<file path="config.mk">
export PLATFORM = sky130hd
export DESIGN_NAME = cmp_arbiter
export DESIGN_NICKNAME = d
export VERILOG_FILES = /design/src/rtl/cmp_pkg.sv /design/src/rtl/comparator_unit.sv /design/src/rtl/rr_arbiter.sv /design/src/rtl/cmp_arbiter.sv
export SDC_FILE = /design/constraint.sdc
export NUM_CORES = 1
export LEC_CHECK = 0
export ABC_AREA = 1
export BUFFER_PORTS_ARGS = -buffer_cell sky130_fd_sc_hd__buf_2
export CAP_MARGIN = 20
export CELL_PAD_IN_SITES_DETAIL_PLACEMENT = 2
export CELL_PAD_IN_SITES_GLOBAL_PLACEMENT = 2
export CORE_UTILIZATION = 22
export CTS_BUF_LIST = sky130_fd_sc_hd__clkbuf_4
export CTS_CLUSTER_SIZE = 24
export DETAILED_ROUTE_END_ITERATION = 8
export HOLD_SLACK_MARGIN = 0.12
export PLACE_DENSITY_LB_ADDON = 0.1
export SYNTH_ARGS = -nofsm -noshare
export SYNTH_HDL_FRONTEND = slang
export SYNTH_SLANG_ARGS = --single-unit
</file>
<file path="constraint.sdc">
create_clock -name clk -period 2.8 [get_ports clk]
set_clock_uncertainty 0.1 [all_clocks]
set_input_delay 0.7 -clock clk [delete_from_list [all_inputs] [get_ports clk]]
set_output_delay 0.7 -clock clk [all_outputs]
set_load 0.005 [all_outputs]
</file>
<file path="src/rtl/cmp_pkg.sv">
`default_nettype none
// ============================================================================
// Module   : cmp_pkg
// Purpose  : Shared opcode/funct constants, FSM encodings and the legality
//            check used by the comparison arbiter and its comparator.
// Revision : 1.0 - initial release
// ============================================================================
package cmp_pkg;

  // Opcode / funct encodings of the three supported compare instructions
  localparam logic [5:0] OP_RTYPE = 6'b000000;
  localparam logic [5:0] FN_SLT   = 6'b101010;
  localparam logic [5:0] OP_SLTI  = 6'b001010;
  localparam logic [5:0] OP_SEQI  = 6'b001011;

  // Arbiter FSM state encodings
  localparam logic [1:0] S_IDLE = 2'd0;
  localparam logic [1:0] S_EVAL = 2'd1;
  localparam logic [1:0] S_RESP = 2'd2;

  // True for slt (R-type), slti and seqi; everything else is illegal
  function automatic logic is_legal(input logic [5:0] opcode, input logic [5:0] funct);
    return ((opcode == OP_RTYPE) && (funct == FN_SLT)) ||
           (opcode == OP_SLTI) || (opcode == OP_SEQI);
  endfunction

endpackage
`default_nettype wire

</file>
<file path="src/rtl/comparator_unit.sv">
`default_nettype none
// ============================================================================
// Module   : comparator_unit
// Purpose  : Combinational compare datapath: signed less-than for slt/slti,
//            equality for seqi, zero for any unsupported opcode/funct pair.
// Revision : 1.0 - initial release
// ============================================================================
module comparator_unit
  import cmp_pkg::*;
(
  input  logic [31:0] a,
  input  logic [31:0] b,
  input  logic [5:0]  opcode,
  input  logic [5:0]  funct,
  output logic [31:0] result
);

  // Select the comparison by instruction; illegal encodings yield 0
  always_comb begin
    result = '0;
    if (opcode == OP_SEQI) begin
      result = {31'd0, (a == b)};
    end else if (is_legal(opcode, funct)) begin
      result = {31'd0, ($signed(a) < $signed(b))};
    end
  end

endmodule
`default_nettype wire

</file>
<file path="src/rtl/rr_arbiter.sv">
`default_nettype none
// ============================================================================
// Module   : rr_arbiter
// Purpose  : Purely combinational round-robin picker. Grants the first set
//            request at or above rr_ptr, wrapping to the lowest set request.
// Revision : 1.0 - initial release
// ============================================================================
module rr_arbiter #(
  parameter int NUM_REQ = 4,
  parameter int ID_W    = 2
) (
  input  logic [NUM_REQ-1:0] req,
  input  logic [ID_W-1:0]    rr_ptr,
  output logic [NUM_REQ-1:0] grant,
  output logic [ID_W-1:0]    grant_idx,
  output logic               any_valid
);

  logic [ID_W-1:0] w_sel_hi;
  logic [ID_W-1:0] w_sel_lo;
  logic            w_hi_found;

  // Scan downward so the last hit is the lowest index; the "hi" pick only
  // considers requests at or above the pointer, "lo" is the wrap-around
  always_comb begin
    w_sel_hi   = '0;
    w_sel_lo   = '0;
    w_hi_found = 1'b0;
    for (int i = NUM_REQ - 1; i >= 0; i--) begin
      if (req[i]) begin
        w_sel_lo = ID_W'(i);
        if (ID_W'(i) >= rr_ptr) begin
          w_sel_hi   = ID_W'(i);
          w_hi_found = 1'b1;
        end
      end
    end
  end

  // Convert the winning index to a one-hot grant
  always_comb begin
    any_valid = |req;
    grant_idx = w_hi_found ? w_sel_hi : w_sel_lo;
    grant     = any_valid ? (NUM_REQ'(1) << grant_idx) : '0;
  end

endmodule
`default_nettype wire

</file>
<file path="src/rtl/cmp_arbiter.sv">
`default_nettype none
// ============================================================================
// Module   : cmp_arbiter
// Purpose  : Shares one comparator_unit among NUM_REQ requesters. A request
//            is picked round-robin, its operands latched, evaluated in one
//            cycle and returned with its requester ID over valid/ready.
// Revision : 1.0 - initial release
// ============================================================================
module cmp_arbiter
  import cmp_pkg::*;
#(
  parameter int NUM_REQ = 4,
  parameter int ID_W    = 2,
  parameter int CNT_W   = 16
) (
  input  logic                  clk,
  input  logic                  rst_n,
  input  logic [NUM_REQ-1:0]    req_valid,
  output logic [NUM_REQ-1:0]    req_ready,
  input  logic [NUM_REQ*32-1:0] req_a,
  input  logic [NUM_REQ*32-1:0] req_b,
  input  logic [NUM_REQ*6-1:0]  req_opcode,
  input  logic [NUM_REQ*6-1:0]  req_funct,
  output logic                  rsp_valid,
  input  logic                  rsp_ready,
  output logic [ID_W-1:0]       rsp_id,
  output logic [31:0]           rsp_result,
  output logic                  rsp_illegal,
  output logic                  busy,
  output logic [CNT_W-1:0]      cmp_count
);

  logic [1:0]         r_state;
  logic [1:0]         w_next_state;
  logic [ID_W-1:0]    r_rr_ptr;
  logic [NUM_REQ-1:0] w_grant;
  logic [ID_W-1:0]    w_grant_idx;
  logic               w_any_valid;

  logic [31:0]        w_sel_a;
  logic [31:0]        w_sel_b;
  logic [5:0]         w_sel_op;
  logic [5:0]         w_sel_fn;

  logic [31:0]        r_a;
  logic [31:0]        r_b;
  logic [5:0]         r_opcode;
  logic [5:0]         r_funct;
  logic [ID_W-1:0]    r_id;
  logic [31:0]        r_result;
  logic               r_illegal;
  logic [CNT_W-1:0]   r_count;
  logic [31:0]        w_cmp_result;
  logic               w_accept;
  logic               w_complete;

  rr_arbiter #(
    .NUM_REQ (NUM_REQ),
    .ID_W    (ID_W)
  ) u_rr_arbiter (
    .req       (req_valid),
    .rr_ptr    (r_rr_ptr),
    .grant     (w_grant),
    .grant_idx (w_grant_idx),
    .any_valid (w_any_valid)
  );

  comparator_unit u_comparator_unit (
    .a      (r_a),
    .b      (r_b),
    .opcode (r_opcode),
    .funct  (r_funct),
    .result (w_cmp_result)
  );

  assign w_accept   = (r_state == S_IDLE) && w_any_valid;
  assign w_complete = (r_state == S_RESP) && rsp_ready;

  // Steer the granted requester's payload slice toward the operand latches
  always_comb begin
    w_sel_a  = '0;
    w_sel_b  = '0;
    w_sel_op = '0;
    w_sel_fn = '0;
    for (int i = 0; i < NUM_REQ; i++) begin
      if (w_grant[i]) begin
        w_sel_a  = req_a[32*i +: 32];
        w_sel_b  = req_b[32*i +: 32];
        w_sel_op = req_opcode[6*i +: 6];
        w_sel_fn = req_funct[6*i +: 6];
      end
    end
  end

  // FSM state register
  always_ff @(posedge clk or negedge rst_n) begin
    if (!rst_n) begin
      r_state <= S_IDLE;
    end else begin
      r_state <= w_next_state;
    end
  end

  // FSM next-state: one grant, one evaluate cycle, then hold until consumed
  always_comb begin
    w_next_state = r_state;
    case (r_state)
      S_IDLE:  if (w_any_valid) w_next_state = S_EVAL;
      S_EVAL:  w_next_state = S_RESP;
      S_RESP:  if (rsp_ready) w_next_state = S_IDLE;
      default: w_next_state = S_IDLE;
    endcase
  end

  // FSM outputs; grants are suppressed while reset is held
  always_comb begin
    req_ready = '0;
    rsp_valid = 1'b0;
    busy      = 1'b0;
    case (r_state)
      S_IDLE:  if (rst_n) req_ready = w_grant;
      S_EVAL:  busy = 1'b1;
      S_RESP: begin
        busy      = 1'b1;
        rsp_valid = 1'b1;
      end
      default: busy = 1'b1;
    endcase
  end

  // Capture the granted request and advance the round-robin pointer past it
  always_ff @(posedge clk or negedge rst_n) begin
    if (!rst_n) begin
      r_a      <= '0;
      r_b      <= '0;
      r_opcode <= '0;
      r_funct  <= '0;
      r_id     <= '0;
      r_rr_ptr <= '0;
    end else if (w_accept) begin
      r_a      <= w_sel_a;
      r_b      <= w_sel_b;
      r_opcode <= w_sel_op;
      r_funct  <= w_sel_fn;
      r_id     <= w_grant_idx;
      r_rr_ptr <= (w_grant_idx == ID_W'(NUM_REQ - 1)) ? '0 : (w_grant_idx + ID_W'(1));
    end
  end

  // Register the comparison result and legality flag at the end of EVAL
  always_ff @(posedge clk or negedge rst_n) begin
    if (!rst_n) begin
      r_result  <= '0;
      r_illegal <= 1'b0;
    end else if (r_state == S_EVAL) begin
      r_result  <= w_cmp_result;
      r_illegal <= !is_legal(r_opcode, r_funct);
    end
  end

  // Count completed response handshakes, wrapping naturally
  always_ff @(posedge clk or negedge rst_n) begin
    if (!rst_n) begin
      r_count <= '0;
    end else if (w_complete) begin
      r_count <= r_count + CNT_W'(1);
    end
  end

  assign rsp_id      = r_id;
  assign rsp_result  = r_result;
  assign rsp_illegal = r_illegal;
  assign cmp_count   = r_count;

endmodule
`default_nettype wire

</file>
==> results of run 1 <==
[power breakdown]
part | leakage (uW) | switching, uW | internal [uW]
registers | 0.00127 | 301 | 2040
logic | 0.00405 | 4060 | 2760
clock network | 0.0000820 | 575 | 359
[cell type report]
| cell class | count | share of cell area |
|---|---|---|
| Clock inverter | 6 | 0.00859 |
| Timing Repair Buffer | 410 | 0.244 |
| Sequential cell | 100 | 0.239 |
| Tap cell | 448 | 0.0535 |
| Multi-Input combinational cell | 877 | 0.423 |
| Clock buffer | 9 | 0.00644 |
| Antenna cell | 4 | 0.000955 |
| Inverter | 66 | 0.0246 |
[stage by stage]
step           cells  area (sq um)  worst slack (ns)  TNS [ns]  hold WS (ns)
2_1_floorplan   1147          7680            0.0263         0         0.304
3_3_place_gp    1888         10100            -0.187     -1.34         0.361
3_5_place_dp    1888         10100            -0.265     -6.59         0.366
4_1_cts         1910         10400            -0.216    -0.825         0.151
5_1_grt         1918         10500            -0.242    -0.952         0.155
6_report        1920         10500           -0.0931    -0.272         0.129
[timing repair]
item                       CTS  global route
buffers inserted             7             4
pin swaps                    8             5
gates cloned                 0             2
hold buffers                 0             0
setup endpoints to repair    4            59
gates resized for setup     28             6
[synth_stat cells (all sizes together) (2+ instances only)]
master    n  area [sq um]
a21oi    93           465
buf      75           482
clkbuf   29           109
dfrtp   100          2500
ha       37           463
inv      65           244
nand2   323          1230
nand3    90           460
nand4     6          37.5
nor2     99           418
nor3      9          45.0
nor3b     2          15.0
nor4      2          25.0
o21a      3          22.5
o21ai   124           632
o22ai    39           244
xnor2    10          87.6
xor2      5          43.8
[how the worst max path moves through the flow]
stage,end,slack [ns],from
4_1_cts,req_ready[2],-0.22,r_rr_ptr[1]
2_1_floorplan,req_ready[3],0.03,req_valid[2]
3_3_place_gp,r_a[22],-0.19,req_valid[2]
6_report,req_ready[1],-0.09,r_rr_ptr[1]
3_5_place_dp,r_a[22],-0.26,req_valid[2]
5_1_grt,req_ready[1],-0.24,r_rr_ptr[1]
[per-layer routing]
metal  vias up  track usage  part of all wire
li1       4331            -                 -
met1      4131        0.243              0.46
met2       238        0.323              0.48
met3        26       0.0411             0.056
met4         8       0.0397             0.012
met5         -            0            0.0016
[flip-flops by register name (all words and copies together), names as in the netlist]
name / count
r_state: 2
r_a: 32
r_funct: 6
rsp_illegal: 1
r_rr_ptr: 2
rsp_id: 2
r_b: 32
cmp_count: 16
rsp_result: 1
r_opcode: 6
[logic make-up (layout without fill, tap and decap cells)]
group / after synthesis / count (layout) / share of synthesized area
AO/OA/AOI/OAI: 262 / 262 / 0.183
AND/OR/NAND/NOR: 531 / 531 / 0.295
multiplexers: 1 / 1 / 0.00149
adder cells (fa/ha/maj): 37 / 37 / 0.0612
XOR/XNOR: 15 / 15 / 0.0174
other: 1 / 35 / 0.000496
flip-flops: 100 / 100 / 0.331
buffers and inverters: 170 / 491 / 0.111
==> flow_summary.toml, run 1 <==
[outcome]
outcome = "complete, but fails checks"
violations = "negative setup slack"

[place]
gp_congestion = 0.799
io_buffers = 336
dp_hpwl_um = 26400

[sta]
finalHoldViolCount = 0
worst_pin_slew_ns = 0.651
period_minus_slack_ns = 2.89
slew_viol_final = 0
rsz0062_at_grt = "yes"
setup_viol = 4
max_freq_mhz = 346
slew_headroom = 0.566
fin_crit_sh = 1.03
setup_ws_ns = -0.0931

[pwr]
leakage_uw = 0.00541
vdd_ir_drop_max_mv = 0.334
power.density_nw_per_um2 = 963
power_uw = 10100

[synth]
ys.warnings.count = 0
syn_area_sq_um = 7560
syn-instance-count = 1117
ys.flop_type = "dfrtp_1"
yosysSeqAreaShare = 0.331
synthArstFlopShare = 1.00
synth_edf_count = 0
yosysUniqueCellTypes = 35
syn_area_per_cell_sq_um = 6.77
synth_seq_cells = 100

[grt]
grt_remaining_overflow = 0
grt_pass1_vias = 9437
grt_max_degree = 101
antenna_found_initial = 8
grt_usage = 0.189
grt_pass1_wl_um = 52100

[layout]
regArea_sq_um = 2500
final_common_cell = "buf_2"
mostFrequentLayoutCells = "buf_2, nand2_1, dfrtp_1"
fill_cells = 4176
post-route-util = 0.311
fin_nets = 1812
syn_to_final_growth_pct = 38.6
drive_gt1_frac = 0.315
multi_input_area_sq_um = 4430

[clock_network]
cts_buffers = 9
cts_tree = "done"
cts_buffer_depth = 2
cts_sinks = 100
clk_pin_slew_worst_paths_ns = 0.18
clock-root-buffer = "clkbuf_4"
h-tree-depth = 3
clkLatencyLatePin_ns = 0.51

[worst_setup_path]
reg2reg_depth = 15
r2r-end = "r_a[5]"
critPathTopFamily = "flip-flops"
critPathMostFrequentCell = "nand2_2"
critPathBufInv = 4
worstSetupStartpointType = "register"
slowest_stage = "dfrtp_2"
endpoint_kind = "output port"
crit_type = "register to output port"
worstPathCellList = "nand2_2 > buf_4 > a31oi_1 > nand2_2 > inv_2 > ha_4 > inv_8 > nor3_4 > buf_2"
cp_data_required_time_ns = 2.00
r2r_start = "r_rr_ptr[1]"
r2r_slack_ns = 0.14
crit_arrival_ns = 2.09
path_max_fanout = 4
cp_num_cells = 9
cpPeakStageDelay_ns = 0.45

[route]
dr.first_iter.drc_count = 228
wire_per_inst_um = 17.9
totalWireLength_um = 34300
viasPerCell = 4.55
drtAntennaViolNets = 0
drc = 0
vias = 8734
first_pass_iters = 4

[floorplanning]
die_area_sq_um = 35100
die_w_um = 187
initial_core_util = 0.224
die_y_um = 187
ioPinCount = 368
rows = 67
core_area_sq_um = 33700

[run]
drv_cap = 0

[worst_hold_path]
hold_path.class = "primary input to async pin"
Note: power is estimated with default switching activity, not from simulation.
==> inputs of run 2 (changes only) <==
--- a/config.mk
+++ b/config.mk
@@ -7,15 +7,14 @@
 export LEC_CHECK = 0
 export ABC_AREA = 1
 export BUFFER_PORTS_ARGS = -buffer_cell sky130_fd_sc_hd__buf_2
-export CAP_MARGIN = 20
-export CELL_PAD_IN_SITES_DETAIL_PLACEMENT = 2
-export CELL_PAD_IN_SITES_GLOBAL_PLACEMENT = 2
-export CORE_UTILIZATION = 22
+export CAP_MARGIN = 10
+export CORE_AREA = 2 2 143 145
 export CTS_BUF_LIST = sky130_fd_sc_hd__clkbuf_4
 export CTS_CLUSTER_SIZE = 24
 export DETAILED_ROUTE_END_ITERATION = 8
+export DIE_AREA = 0 0 145 147
 export HOLD_SLACK_MARGIN = 0.12
-export PLACE_DENSITY_LB_ADDON = 0.1
+export PLACE_DENSITY = 0.71
 export SYNTH_ARGS = -nofsm -noshare
 export SYNTH_HDL_FRONTEND = slang
 export SYNTH_SLANG_ARGS = --single-unit
==> flow_summary.toml, run 2 (synthesis results as in run 1) <==
[outcome]
outcome = "complete, but fails checks"
violations = "negative setup slack"

[grt]
grt_remaining_overflow = 0
antenna_found_initial = 7
grt_max_degree = 59
grt_pass1_wl_um = 42500
grt_pass1_vias = 8421
grt_usage = 0.251

[run]
drv_cap = 0

[sta]
rsz0062_at_grt = "yes"
fin_crit_sh = 1.07
setup_ws_ns = -0.194
period_minus_slack_ns = 2.99
finalSetupTns_ns = -0.622
setup_viol = 4
worst_pin_slew_ns = 0.765
finalHoldViolCount = 0
slew_viol_final = 0
hold_ws_ns = 0.207
slew_headroom = 0.490
max_freq_mhz = 334

[floorplanning]
rows = 52
die_w_um = 145
die_y_um = 147
die_area_sq_um = 21300
core_area_sq_um = 19800
initial_core_util = 0.381
ioPinCount = 368

[place]
post_dp_cell_area_sq_um = 9710
gp_congestion = 0.927
dp_hpwl_um = 21000
io_buffers = 336

[route]
vias = 8808
totalWireLength_um = 28100
first_pass_iters = 5
drc = 0
viasPerCell = 5.05
dr.first_iter.drc_count = 497
wire_per_inst_um = 16.1
drtAntennaViolNets = 0

[clock_network]
cts_sinks = 100
clkLatencyLatePin_ns = 0.49
cts_tree = "done"
clock-root-buffer = "clkbuf_4"
h-tree-depth = 3
hold_buffers = 0
cts_buffer_depth = 2
clk_pin_slew_worst_paths_ns = 0.17
cts_buffers = 9

[layout]
drive_gt1_frac = 0.318
fin_nets = 1810
mostFrequentLayoutCells = "buf_2, nand2_1, dfrtp_1"
fill_cells = 2005
multi_input_area_sq_um = 4470
syn_to_final_growth_pct = 36.0
fin_area_sq_um = 10300
final_common_cell = "buf_2"
regArea_sq_um = 2500

[worst_setup_path]
cp_data_required_time_ns = 2.00
crit_arrival_ns = 2.19
endpoint_kind = "output port"
path_max_fanout = 4
worstSetupStartpointType = "primary input"
crit_type = "primary input to output port"

[pwr]
leakage_uw = 0.00540
vdd_ir_drop_max_mv = 0.516
power.density_nw_per_um2 = 957

[worst_hold_path]
hold_path.class = "primary input to async pin"
## run 2: cell types whose count changed in the layout (fill, tap and decap cells not counted), sizes merged
cell / change
buf: -6
bufinv: -1
clkbuf: +4
clkinv: -3
clkinvlp: +2
diode: +2
inv: +3
## run 2: path summary, 6_finish.rpt
check | cells past startpoint | slack, ns | end | start
worst max-delay path | 11 | -0.19 | req_ready[2] | req_valid[1]
worst min-delay path | 2 | 0.21 | r_a[13] | rst_n
worst max register to register | 14 | 0.18 | r_a[12] | r_rr_ptr[0]
worst min register to register | 1 | 0.39 | cmp_count[15] | cmp_count[15]
max in group asynchronous | 3 | 1.19 | r_b[1] | rst_n
min in group clk | 2 | 0.35 | r_state[1] | rsp_ready
## run 2: cell type report
class	instances	share of cell area
Tap cell	270	0.0328
Sequential cell	100	0.243
Clock buffer	9	0.00657
Clock inverter	7	0.00815
Antenna cell	6	0.00146
Timing Repair Buffer	408	0.248
Multi-Input combinational cell	877	0.434
Inverter	66	0.0251
## run 2: metrics by stage
step | total power [uW] | utilization | setup WS, ns | instances
2_1_floorplan | 6350 | - | 0.0263 | 1147
3_3_place_gp | 8290 | 0.489 | -0.164 | 1705
3_5_place_dp | 8420 | 0.489 | -0.185 | 1705
4_1_cts | 9420 | 0.503 | -0.153 | 1725
5_1_grt | 10800 | 0.518 | -0.372 | 1741
6_report | 9840 | 0.518 | -0.194 | 1743
## run 2: worst max-delay path, cell delays in order
cell     delay, ns
buf_2         0.11
inv_1         0.10
buf_4         0.14
nand2_4       0.04
o21ai_0       0.21
nand2_2       0.17
inv_1         0.21
ha_4          0.18
inv_4         0.05
nor3_4        0.14
buf_2         0.15
## run 2: repair_timing
action / CTS / global route
setup buffers: 4 / 6
cloned: 0 / 6
gates resized for setup: 26 / 32
setup endpoints to repair: 4 / 72
pin swaps: 10 / 12
## run 2: layer usage
| metal | up-vias | share of wire | track usage |
|---|---|---|---|
| met3 | 48 | 0.068 | 0.0575 |
| met4 | 2 | 0.028 | 0.100 |
| li1 | 4334 | - | - |
| met1 | 4055 | 0.42 | 0.314 |
| met2 | 369 | 0.48 | 0.420 |
| met5 | - | 0.00046 | 0 |
## run 2: power by group
group          total, uW  internal [uW]  switching (uW)
Sequential          2360           2040             318
Combinational       6640           2740            3900
Clock                842            287             555
Total               9840           5070            4780
